### src/rtl/scan_arbiter.sv
// scan_arbiter: round-robin owner of the shared XY2-100 galvo path, sequencing
// start pulses, transmitter drain, galvo settle gap and a per-job watchdog.
module scan_arbiter #(
    parameter int SETTLE_CYCLES  = 1000,
    parameter int TIMEOUT_CYCLES = 50_000_000,
    parameter int CNT_W          = 32
) (
    input  logic       clk,
    input  logic       reset,
    input  logic [2:0] req,
    input  logic [2:0] done,
    input  logic       xy2_busy,
    output logic [2:0] grant,
    output logic [2:0] start,
    output logic [1:0] select,
    output logic       timeout,
    output logic       idle
);
    typedef enum logic [1:0] {IDLE, RUN, DRAIN, SETTLE} state_t;

    localparam logic [CNT_W-1:0] SETTLE_N  = CNT_W'(SETTLE_CYCLES);
    localparam logic [CNT_W-1:0] TIMEOUT_N = CNT_W'(TIMEOUT_CYCLES);

    state_t           state, nxt_state;
    logic [1:0]       last, nxt_last, p1, p2, win, nxt_select;
    logic [2:0]       nxt_grant, nxt_start;
    logic             nxt_timeout, done_hit, owner_req;
    logic [CNT_W-1:0] wd, nxt_wd, settle, nxt_settle;

    // Scan order last+1, last+2, then last itself.
    assign p1        = (last == 2'd2) ? 2'd0 : last + 2'd1;
    assign p2        = (p1 == 2'd2) ? 2'd0 : p1 + 2'd1;
    assign win       = req[p1] ? p1 : req[p2] ? p2 : last;
    assign done_hit  = |(done & grant);
    assign owner_req = |(req & grant);

    always_comb begin
        nxt_state   = state;
        nxt_grant   = grant;
        nxt_select  = select;
        nxt_start   = 3'b000;
        nxt_timeout = 1'b0;
        nxt_last    = last;
        nxt_wd      = '0;
        nxt_settle  = '0;
        case (state)
            IDLE: if (|req) begin
                nxt_state  = RUN;
                nxt_grant  = 3'b001 << win;
                nxt_start  = 3'b001 << win;
                nxt_select = win + 2'd1;
                nxt_last   = win;
            end
            RUN: if (done_hit || !owner_req) begin
                nxt_state = DRAIN;
            end else if (TIMEOUT_N != '0 && wd == TIMEOUT_N) begin
                nxt_state   = DRAIN;
                nxt_timeout = 1'b1;
            end else begin
                nxt_wd = (&wd) ? wd : wd + 1'b1;
            end
            DRAIN: if (!xy2_busy) begin
                nxt_grant  = 3'b000;
                nxt_select = 2'b00;
                nxt_state  = (SETTLE_N == '0) ? IDLE : SETTLE;
            end
            SETTLE: if (settle == SETTLE_N - 1'b1) begin
                nxt_state = IDLE;
            end else begin
                nxt_settle = settle + 1'b1;
            end
            default: nxt_state = IDLE;
        endcase
    end

    always_ff @(posedge clk) begin
        if (reset) begin
            state   <= IDLE;
            grant   <= 3'b000;
            start   <= 3'b000;
            select  <= 2'b00;
            timeout <= 1'b0;
            idle    <= 1'b1;
            last    <= 2'd2;
            wd      <= '0;
            settle  <= '0;
        end else begin
            state   <= nxt_state;
            grant   <= nxt_grant;
            start   <= nxt_start;
            select  <= nxt_select;
            timeout <= nxt_timeout;
            idle    <= (nxt_state == IDLE);
            last    <= nxt_last;
            wd      <= nxt_wd;
            settle  <= nxt_settle;
        end
    end
endmodule
### config.mk
export PLATFORM = sky130hd
export DESIGN_NAME = scan_arbiter
export DESIGN_NICKNAME = d
export VERILOG_FILES = /design/src/rtl/scan_arbiter.sv
export SDC_FILE = /design/constraint.sdc
export NUM_CORES = 1
export LEC_CHECK = 0
export CAP_MARGIN = 10
export CORE_MARGIN = 1
export CORE_UTILIZATION = 50
export CTS_CLUSTER_SIZE = 8
export DETAILED_ROUTE_END_ITERATION = 16
export GPL_TIMING_DRIVEN = 0
export PLACE_DENSITY = 0.68
export SETUP_SLACK_MARGIN = 0.3
export SLEW_MARGIN = 5
export SYNTH_ARGS = -nofsm -noshare
export SYNTH_HDL_FRONTEND = slang
export SYNTH_SLANG_ARGS = --single-unit
### constraint.sdc
create_clock -name clk -period 4.8 [get_ports clk]
set_input_delay 0.96 -clock clk [delete_from_list [all_inputs] [get_ports clk]]
set_output_delay 0.96 -clock clk [all_outputs]
set_load 0.1 [all_outputs]
-- Word level (Yosys, flattened, before mapping)
Cells that the tools add are included.
- input port bits: 9
- register bits: 78
- bits in latches: 0
- bits in read-only memories: 0
- RAM bits: 0
- word-level logic and storage cells: 68
- memories: 0
- div/mod/pow operators: 0
- eq/ne operators: 9
- $add $sub $neg: 5
- bitwise operators: 6
- multiplexer cells: 21
- reductions and logical operators: 15
- multiply operators: 0
- shifts and indexed selects: 1
- $lt $le $gt $ge: 2
- operators by type and width (cell ; number):
    32-bit by 1-bit adder with 32-bit output, second input constant ; 2
    32-bit by 10-bit == test with 1-bit output, second input constant ; 1
    32-bit by 26-bit == test with 1-bit output, second input constant ; 1
    32-bit AND reduction ; 1
    2-bit two-way mux ; 11
    3-bit OR reduction ; 6
    2-bit == test, second input constant ; 4
    2-bit one-hot mux with 4 select lines ; 1
    2-bit by 1-bit adder with 2-bit output, second input constant ; 3
    3-bit AND ; 2
    2-bit by 3-bit < comparator with 1-bit output, second input constant ; 2
    3-bit two-way mux ; 2
    3-bit one-hot mux with 2 select lines ; 1
    1-bit binary-select mux with 2-bit select ; 2
    2-bit zero test ; 2
    2-bit != test, second input constant ; 2
    1-bit NOT ; 4
    2-bit one-hot mux with 2 select lines ; 1
    4-bit OR reduction ; 1
    1-bit two-way mux ; 3
    3-bit AND reduction ; 1
    1-bit by 2-bit left shift with 3-bit output, first input constant ; 1
    2-bit by 1-bit == test with 1-bit output, second input constant ; 1
    2-bit AND reduction ; 1
    3 further kinds ; 3

-- Depth between registers and ports, before layout
- word-level depth: 11
- gate-level depth with buffers: 9

-- Worst setup path before layout
No wires, ideal clock.
- path type: reg-to-reg
- start point: reg grant[1]
- end point: reg wd[24]
- clock period less this slack: 2497 ps
- library setup time: 78 ps
- cell stages (with the launch flop): 8
- arrival: 2419 ps
- required time: 4722 ps
- slack: 2303 ps
- cell sequence: dfxtp_1 a222oi_1 nand3b_1 or3b_2 nand2b_2 buf_6 buf_6 nor3_1
- cells in the longest elaborated chain, start to end: 5
- elaborated cells on any way between the ends: 7
- RTL lines (item ; line ; text):
    from (decl) ; 13 ; output logic [2:0] grant,
    from (signal assigned) ; 89 ; grant <= nxt_grant;
    3-bit AND ; 35 ; assign owner_req = |(req & grant);
    3-bit OR reduction ; 35 ;
    1-bit zero test ; 54 ; RUN: if (done_hit || !owner_req) begin
    1-bit logical OR (*) ; 54 ;
    4-bit OR reduction (no source line) (*) ; - ;
    to (signal assigned) ; 95 ; wd <= nxt_wd;
    to (decl) ; 28 ; logic [CNT_W-1:0] wd, nxt_wd, settle, nxt_settle;
Every way passes the cells marked *; elsewhere a longest branch is shown, timed or not.
A chain may end at the register's enable or synchronous reset.

-- Worst setup path in the final report
- start point: reg grant[2]
- end point: out grant[2]
No word-level cell between the ends.

==> results.cfg <==
[outcome]
status = complete, no violations

[setup_path]
start_kind = flip-flop
critPathMaxFanout = 4
path_class = reg2out
worstSetupStartpoint = grant[2]$_SDFFE_PP0P_
rr_startpoint = wd[26]$_SDFFE_PP0N_
path_buf_inv = 1
path_cells = clkdlybuf4s50_1
crit_cells = 1
ff2ff_path_depth = 8
crit_path_end_kind = output port
required_ns = 3.84
crit_family = buffers and inverters
cp.arrival_ns = 1.91
critPathSlowestCell = clkdlybuf4s50_1
crit_path_max_incr_delay_ns = 1.16

[final_layout]
drive_above_1_share_pct = 6.28
area_growth_pct = 12.7
fin_util_pct = 58.9
antenna_cells = 0
final_nets = 504
fillers = 664

[power_and_ir_drop]
p_comb_share_pct = 17.1
sw_frac_of_total_pct = 31.4
finalPower_uw = 1370
clock_power_share_pct = 32.7
ir_drop_mv = 0.152
power.internal_uw = 938
p_sw_uw = 430
leakagePower_uw = 0.00134
seqPwrFrac_pct = 50.2
power_density_nw_per_um2 = 317

[grt]
grt_use_met2_pct = 35.8
gr-usage-met1_pct = 31.9
grt_pass1_vias = 3076
grt-ovfl-total = 0
grt_util_met3_pct = 5.72
antenna_found_initial = 0
grt_max_degree = 14
gr-max-usage-layer = met2
grt_use_total_pct = 23.1
grt_pass1_wl_um = 14300

[place]
dp_hpwl_um = 5960
port_buffers = 18
dpl_worst_slack_ns = 1.77
globalplace.congestion = 0.884

[detailed_routing]
wl_per_cell_um = 14.3
ant_nets = 0
drc_errors = 0
first_pass_iters = 5
drt-initial-drc-count = 182
vias = 3436
routed_wirelength_um = 8510
viasPerCell = 5.79

[sta]
tns_ns = 0
setup_ws_ns = 1.93
drv_slew = 0
slew_headroom_pct = 19.5
worst_pin_slew_ns = 1.20
hold_viol = 0
fin_worst_skew_ns = 0.0122
fin_crit_ns = 2.87
finalSetupViolCount = 0
period_share_pct = 59.8
grt_setup_unrepaired = no
max_freq_mhz = 349
worst_hold_slack_ns = 0.470

[clock_tree]
ctsRootBufferMaster = clkbuf_8
htreeDepth = 3
clockBufferDepth = 2
cts_tree = yes
clock-sinks = 78
post_cts_resized = 0
postCtsSetupBuffers = 0
numCtsBuffers = 9
hold_buffers = 0
clkTransAtPathRegs_ns = 0.08
clkLatencyLatePin_ns = 0.36

[synth]
syn_inst = 459
synth_edf_count = 0
ys_ff_latch = 78
synthFlopType = dfxtp_1
synth_area_leaders = dfxtp_1 (41%), nor2_1 (6.4%), xor2_1 (5.9%)
synth_commonest_cells = dfxtp_1 (78), nor2_1 (65), nand2_1 (33), nand3_1 (28)
synth_cell_types = 52
post-synth-top-count-cell = dfxtp_1
synth_top_cell_area_share_pct = 40.8
synth-async-reset-ratio_pct = 0
synth_nets = 474
synth_top_cell_by_area = dfxtp_1
postSynthAreaPerCell_um2 = 8.35
seq_area_frac_synth_pct = 40.8
yosysWarnings = 0
synth.cell_area_um2 = 3830

[hold_path]
min_from = settle[0]$_SDFF_PP0_
min_path_cells = 1
hp-class = reg2reg

[die]
num_rows = 31
die-area_um2 = 8020
die_y_um = 89.5
boundaryPins = 19
core_area_um2 = 7330
die_w_um = 89.5
start_util_pct = 52.3

[job]
max-cap-violations = 0
==> power by group through the flow <==
| stage | Combinational [uW] | Clock, uW | Sequential (uW) |
|---|---|---|---|
| 2_1_floorplan | 84.7 | 0 | 795 |
| 3_3_place_gp | 233 | 0 | 701 |
| 3_5_place_dp | 234 | 0 | 702 |
| 4_1_cts | 235 | 457 | 687 |
| 5_1_grt | 253 | 486 | 692 |
| 6_report | 234 | 448 | 687 |
==> layer usage <==
metal,routed length [um],up-vias
li1,-,1716
met1,4210,1602
met2,3740,103
met3,445,15
met4,114,0
met5,0,-
==> kinds of logic (layout without fill, tap and decap cells) <==
kind of cell	Yosys count	count (layout)	synth area share, %
buffers and inverters	35	70	4.44
DFF	78	78	40.8
AOI/OAI and AO/OA	61	61	10.4
and+or+nand+nor	235	235	32.4
adders and majority gates	6	6	1.96
xor gates and xnor gates	44	44	10.1
==> layout make-up <==
type | instances | area, um2 | area share, %
sequential | 78 | 1560 | 36.2
clock buffer | 11 | 141 | 3.28
inverter | 10 | 37.5 | 0.870
multi-input combinational | 346 | 2100 | 48.6
buffer | 25 | 133 | 3.07
tap | 99 | 124 | 2.87
clock inverter | 5 | 35.0 | 0.812
timing repair buffer | 19 | 185 | 4.29
==> cell usage in the layout, fill, tap and decap left out, types with 18 or more instances in the layout <==
cell,count
a21oi_1,21
xnor2_1,18
nor4_1,18
nand2_1,33
nor2_1,65
clkdlybuf4s50_1,18
nand3_1,28
clkbuf_1,20
xor2_1,26
dfxtp_1,78
nand4_1,26
==> sequential cells by signal, summed over array words and instances, names as in the netlist <==
signal / cells
start: 3
settle: 32
idle: 1
select: 2
timeout: 1
last: 2
grant: 3
wd: 32
state: 2
==> per-stage QoR <==
stage,cells,cell area [um2]
2_1_floorplan,459,3830
3_3_place_gp,576,4140
3_5_place_dp,577,4140
4_1_cts,593,4320
5_1_grt,593,4320
6_report,593,4320
==> path summary, 6_finish.rpt <==
path | endpoint | slack (ns)
min reg2reg | settle[0]$_SDFF_PP0_ | 0.47
max | grant[2] | 1.93
min | settle[0]$_SDFF_PP0_ | 0.47
max reg2reg | wd[23]$_SDFFE_PP0N_ | 2.21
Note: power is estimated with default switching activity, not from simulation.
==> patch 1: new RTL, same settings <==
Change the parameter `SETTLE_CYCLES` from 1000 to 750.
--- a/src/rtl/scan_arbiter.sv
+++ b/src/rtl/scan_arbiter.sv
@@ -1,7 +1,7 @@
 // scan_arbiter: round-robin owner of the shared XY2-100 galvo path, sequencing
 // start pulses, transmitter drain, galvo settle gap and a per-job watchdog.
 module scan_arbiter #(
-    parameter int SETTLE_CYCLES  = 1000,
+    parameter int SETTLE_CYCLES  = 750,
     parameter int TIMEOUT_CYCLES = 50_000_000,
     parameter int CNT_W          = 32
 ) (
Check against the original RTL: same outputs for any inputs over 10 cycles, from zero or initial values and one cycle with reset high; that may be too few to reach the edited logic, so the function may still have changed.
==> patch 1 against the original RTL <==
Wire length down 1.6%; critical endpoint is now grant[1]; utilization up 0.30 points; sequential cell count unchanged; critical path depth unchanged; total power up 9.6%; setup slack better by 0.023 ns; non-clock buffer count down 5; cell area up 1.0%; synthesized area up 0.72%; largest power group unchanged; hold slack better by 0.0068 ns.
==> patch 1: results (changes against the original RTL) <==
- Post-synthesis compound-gate area fraction: 11.0% (+0.61 points)
- Asr flop ratio synth: 0% (unchanged)
- Resize count post-CTS: 0 (unchanged)
- Min-delay worst type: flip-flop to flip-flop
- Clk_skew: 0.0136 ns (+0.00133 ns)
- Worst VDD drop: 280 uV (+84%)
- RR Endpoint: settle[3]
- Most frequent cells after synthesis: dfxtp_1, nor2_1, nand3_1
- Clock tree sinks: 78 (unchanged)
- TritonRoute pass-1 iters: 4 (-1)
- R2R depth: 6 (-2)
- Routed wl met2: 3780 um (+0.96%)
- Vias per cell: 5.65 (-2.5%)
- Status: finished clean
- Static leakage: 1.41 nW (+5.3%)
- Worst skew pair latency: 0.35 ns
- Met3 WL: 385 um (-13%)
- Relative slew slack: 34.7% (+15 points)
- Post-synthesis mux area share: 0.519% (+0.52 points)
- All-Layer GR Usage: 22.0% (-1.1 points)
- Worst Hold End: select[0]
- Post-synthesis sequential area ratio: 40.5% (-0.29 points)
- Hold_ws: 0.477 ns (+0.00682 ns)
- Tcrit/Tclk final: 59.3% (-0.49 points)
- Post-Place Setup Slack: 1.79 ns (+0.0198 ns)
- DRT Wirelength: 8380 um (-1.6%)
- Vias in the first global route: 3157 (+2.6%)
- Placer Congestion: 0.840 (-5.0%)
- Worst Hold Depth: 2 (+1)
- Synthesized-area fraction occupied by adder cells: 2.27% (+0.31 points)
- Layout Cells excl Fill: 578 (-2.5%)
- P&R area growth vs syn: 13.0%
- Synth Area in XOR/XNOR: 9.53% (-0.53 points)
- Worst hold path startpoint: select[0]
- Placed instance area: 4160 um2 (+0.54%)
- Synth Instances: 445 (-3.1%)
- Setup crit start: grant[1]
- Slowest CP cell: clkdlybuf4s50_1
- Iter 0 DRT Violations: 185 (+1.6%)
- Reg2Reg Launch Point: settle[0]
- Synth Warn #: 0 (unchanged)
- Synth area leaders: dfxtp_1, nor2_1, xor2_1, nand3_1, xnor2_1
- Placed cell count: 562 (-2.6%)
- Crit path max fanout: 4 (unchanged)
- Nets: 490 (-2.8%)
- Worst Path Arrival: 1.88 ns (-0.03 ns)
- Critical path's top delay family: buffers and inverters
- CTS Buf Count: 9 (unchanged)
- Syn_nets: 461 (-2.7%)
- Met1 WL: 4140 um (-1.5%)
- Layout cells sized above 1: 8.35% (+2.1 points)
- Worst Setup EP: grant[1]
- Synth cell types: 57 (+9.6%)
- DP Wirelength: 5920 um (-0.66%)
- Reg2Reg Setup Slack: 2.60 ns (+0.39 ns)
- Top flop regs: settle (32), wd (32)
- First-pass GRT wire length: 14500 um (+1.5%)
-- patch 1: changes by cell type after synthesis, moves of 5 or more --
cell,unedited run,this run
a21oi_1,21,26
nor4_1,18,10
nor3_1,11,6
buf_2,1,7
a31oi_1,7,2
and4_1,8,14
clkbuf_1,19,11
nand2_1,33,22
-- patch 1: final cells by class --
class	instances	area, um2
Buffer	21	106
Clock buffer	11	141
Clock inverter	5	57.6
Fill cell	667	3010
Inverter	11	41.3
Multi-Input combinational cell	335	2150
Sequential cell	78	1560
Tap cell	99	124
Timing Repair Buffer	18	180
-- patch 1: report_power, final --
part,total (mW),switching (mW),internal (mW)
combinational,0.303,0.221,0.0826
clock,0.496,0.240,0.256
sequential,0.700,0.0229,0.677
-- patch 1: routing by layer --
layer	global-route usage, %	vias to the layer above
li1	-	1672
met1	28.3	1510
met2	36.4	76
met3	6.35	8
met4	5.11	0
met5	0	-
==> patch 2: new RTL, same flow settings <==
Without the edit above. Re-encode `state_t` (4 states) as one-hot, 4 bits wide.
--- a/src/rtl/scan_arbiter.sv
+++ b/src/rtl/scan_arbiter.sv
@@ -16,7 +16,7 @@
     output logic       timeout,
     output logic       idle
 );
-    typedef enum logic [1:0] {IDLE, RUN, DRAIN, SETTLE} state_t;
+    typedef enum logic [3:0] {IDLE = 4'b0001, RUN = 4'b0010, DRAIN = 4'b0100, SETTLE = 4'b1000} state_t;
 
     localparam logic [CNT_W-1:0] SETTLE_N  = CNT_W'(SETTLE_CYCLES);
     localparam logic [CNT_W-1:0] TIMEOUT_N = CNT_W'(TIMEOUT_CYCLES);
Function: same outputs for any inputs over 10 cycles, from zero or initial values and one cycle with reset high; not proved beyond that.
==> patch 2 against the original RTL <==
Setup slack got worse by 0.010 ns; wire length shrank 3.7%; synthesized area increased by 1.3%; combinational power down 21%; sequential cell count grew 2; utilization grew 0.90 points; non-clock buffer count down 10; total power up 4.1%; cell area grew 2.1%; largest cell class unchanged.
==> patch 2: results (changes against the original RTL) <==
- Placed instance area: 4190 um2 (+1.1%)
- Static leakage: 1.37 nW (+2.0%)
- Worst VDD drop: 214 uV (+40%)
- Post-synthesis compound-gate area fraction: 11.3% (+0.93 points)
- Clk_skew: 0.00997 ns (-0.00225 ns)
- Post-synthesis sequential area ratio: 41.3% (+0.49 points)
- Synth cell types: 54 (+3.8%)
- Multi-input gate area: 2160 um2 (+2.9%)
- Vias per cell: 5.75 (-0.80%)
- Post-synthesis mux area share: 0.258% (+0.26 points)
- DRT Wirelength: 8190 um (-3.7%)
- First-pass GRT wire length: 14100 um (-1.4%)
- Post-CTS setup buffers: 0 (unchanged)
- Synthesized-area fraction occupied by adder cells: 1.93% (-0.026 points)
- Placed cell count: 572 (-0.87%)
- Top flop regs: settle (32), wd (32), state (4)
- Buffers excl. clock: 34 (-23%)
- Worst-Margin Slew: 0.976 ns (-0.221 ns)
- Power Dens Cells: 323 nW/um2 (+2.0%)
- Syn_nets: 470 (-0.84%)
- Comb. pwr: 0.185 mW (-21%)
- Multi-input gate count: 350 (+1.2%)
- Mean post-synth cell area: 8.53 um2 (+2.2%)
- Final-layout clock-cell area share: 4.97% (+0.88 points)
- Fraction of area in non-clock buffers: 6.08% (-1.3 points)
- Placer Congestion: 0.851 (-3.7%)
- Synth area leaders: dfxtp_1, nor2_1, xor2_1, nand3_1, nand4_1
- # fillers: 697 (+5.0%)
- Most frequent cells after synthesis: dfxtp_1, nor2_1, nand3_1
- Clock buffer count: 10 (-1)
- Final WS setup: 1.92 ns (-0.0100 ns)
- Hold_ws: 0.491 ns (+0.0213 ns)
- Nets: 499 (-0.99%)
- Ant diodes: 0 (unchanged)
- Net Switching: 0.382 mW (-11%)
- Clock group: 0.542 mW (+21%)
- All-Layer GR Usage: 21.2% (-2.0 points)
- DP Wirelength: 5850 um (-1.8%)
- Seq cells: 80 (+2.6%)
- Status: finished clean
- Synth Area in XOR/XNOR: 7.22% (-2.8 points)
- Reg2Reg Setup Slack: 2.52 ns (+0.31 ns)
- Iter 0 DRT Violations: 169 (-7.1%)
- Layout cells sized above 1: 8.40% (+2.1 points)
- Resize count post-CTS: 0 (unchanged)
- Fraction of area in registers: 36.4% (+0.18 points)
[patch 2: cell families (layout without fill, tap and decap cells)]
family          after synthesis  after routing
compound gates               68             68
fa+ha+maj                     6              6
flops                        80             80
simple gates                243            243
xor+xnor                     32             32
buf+inv                      25             58
mux                           1              1
[patch 2: path summary, 6_finish.rpt]
| check | startpoint | to | cells past startpoint |
|---|---|---|---|
| max reg2reg | wd[8] | wd[1] | 7 |
| min reg2reg | wd[22] | wd[22] | 2 |
| min | wd[22] | wd[22] | 2 |
| max | grant[2] | grant[2] | 1 |
[patch 2: layer usage]
layer  part of all wire [%]  wire length (um)  global-route usage (%)  vias up
li1                       -                 -                       -     1728
met1                     49              3980                    26.1     1591
met2                     47              3880                    36.5       49
met3                    3.2               264                    4.31        6
met4                   0.90                74                    7.39        0
met5                      0                 0                       0        -
[patch 2: tightest hold or removal path, cell delays in order, from the launching register on]
cell and delay, ns:
dfxtp_1 0.32, o31ai_1 0.07, a21oi_1 0.06
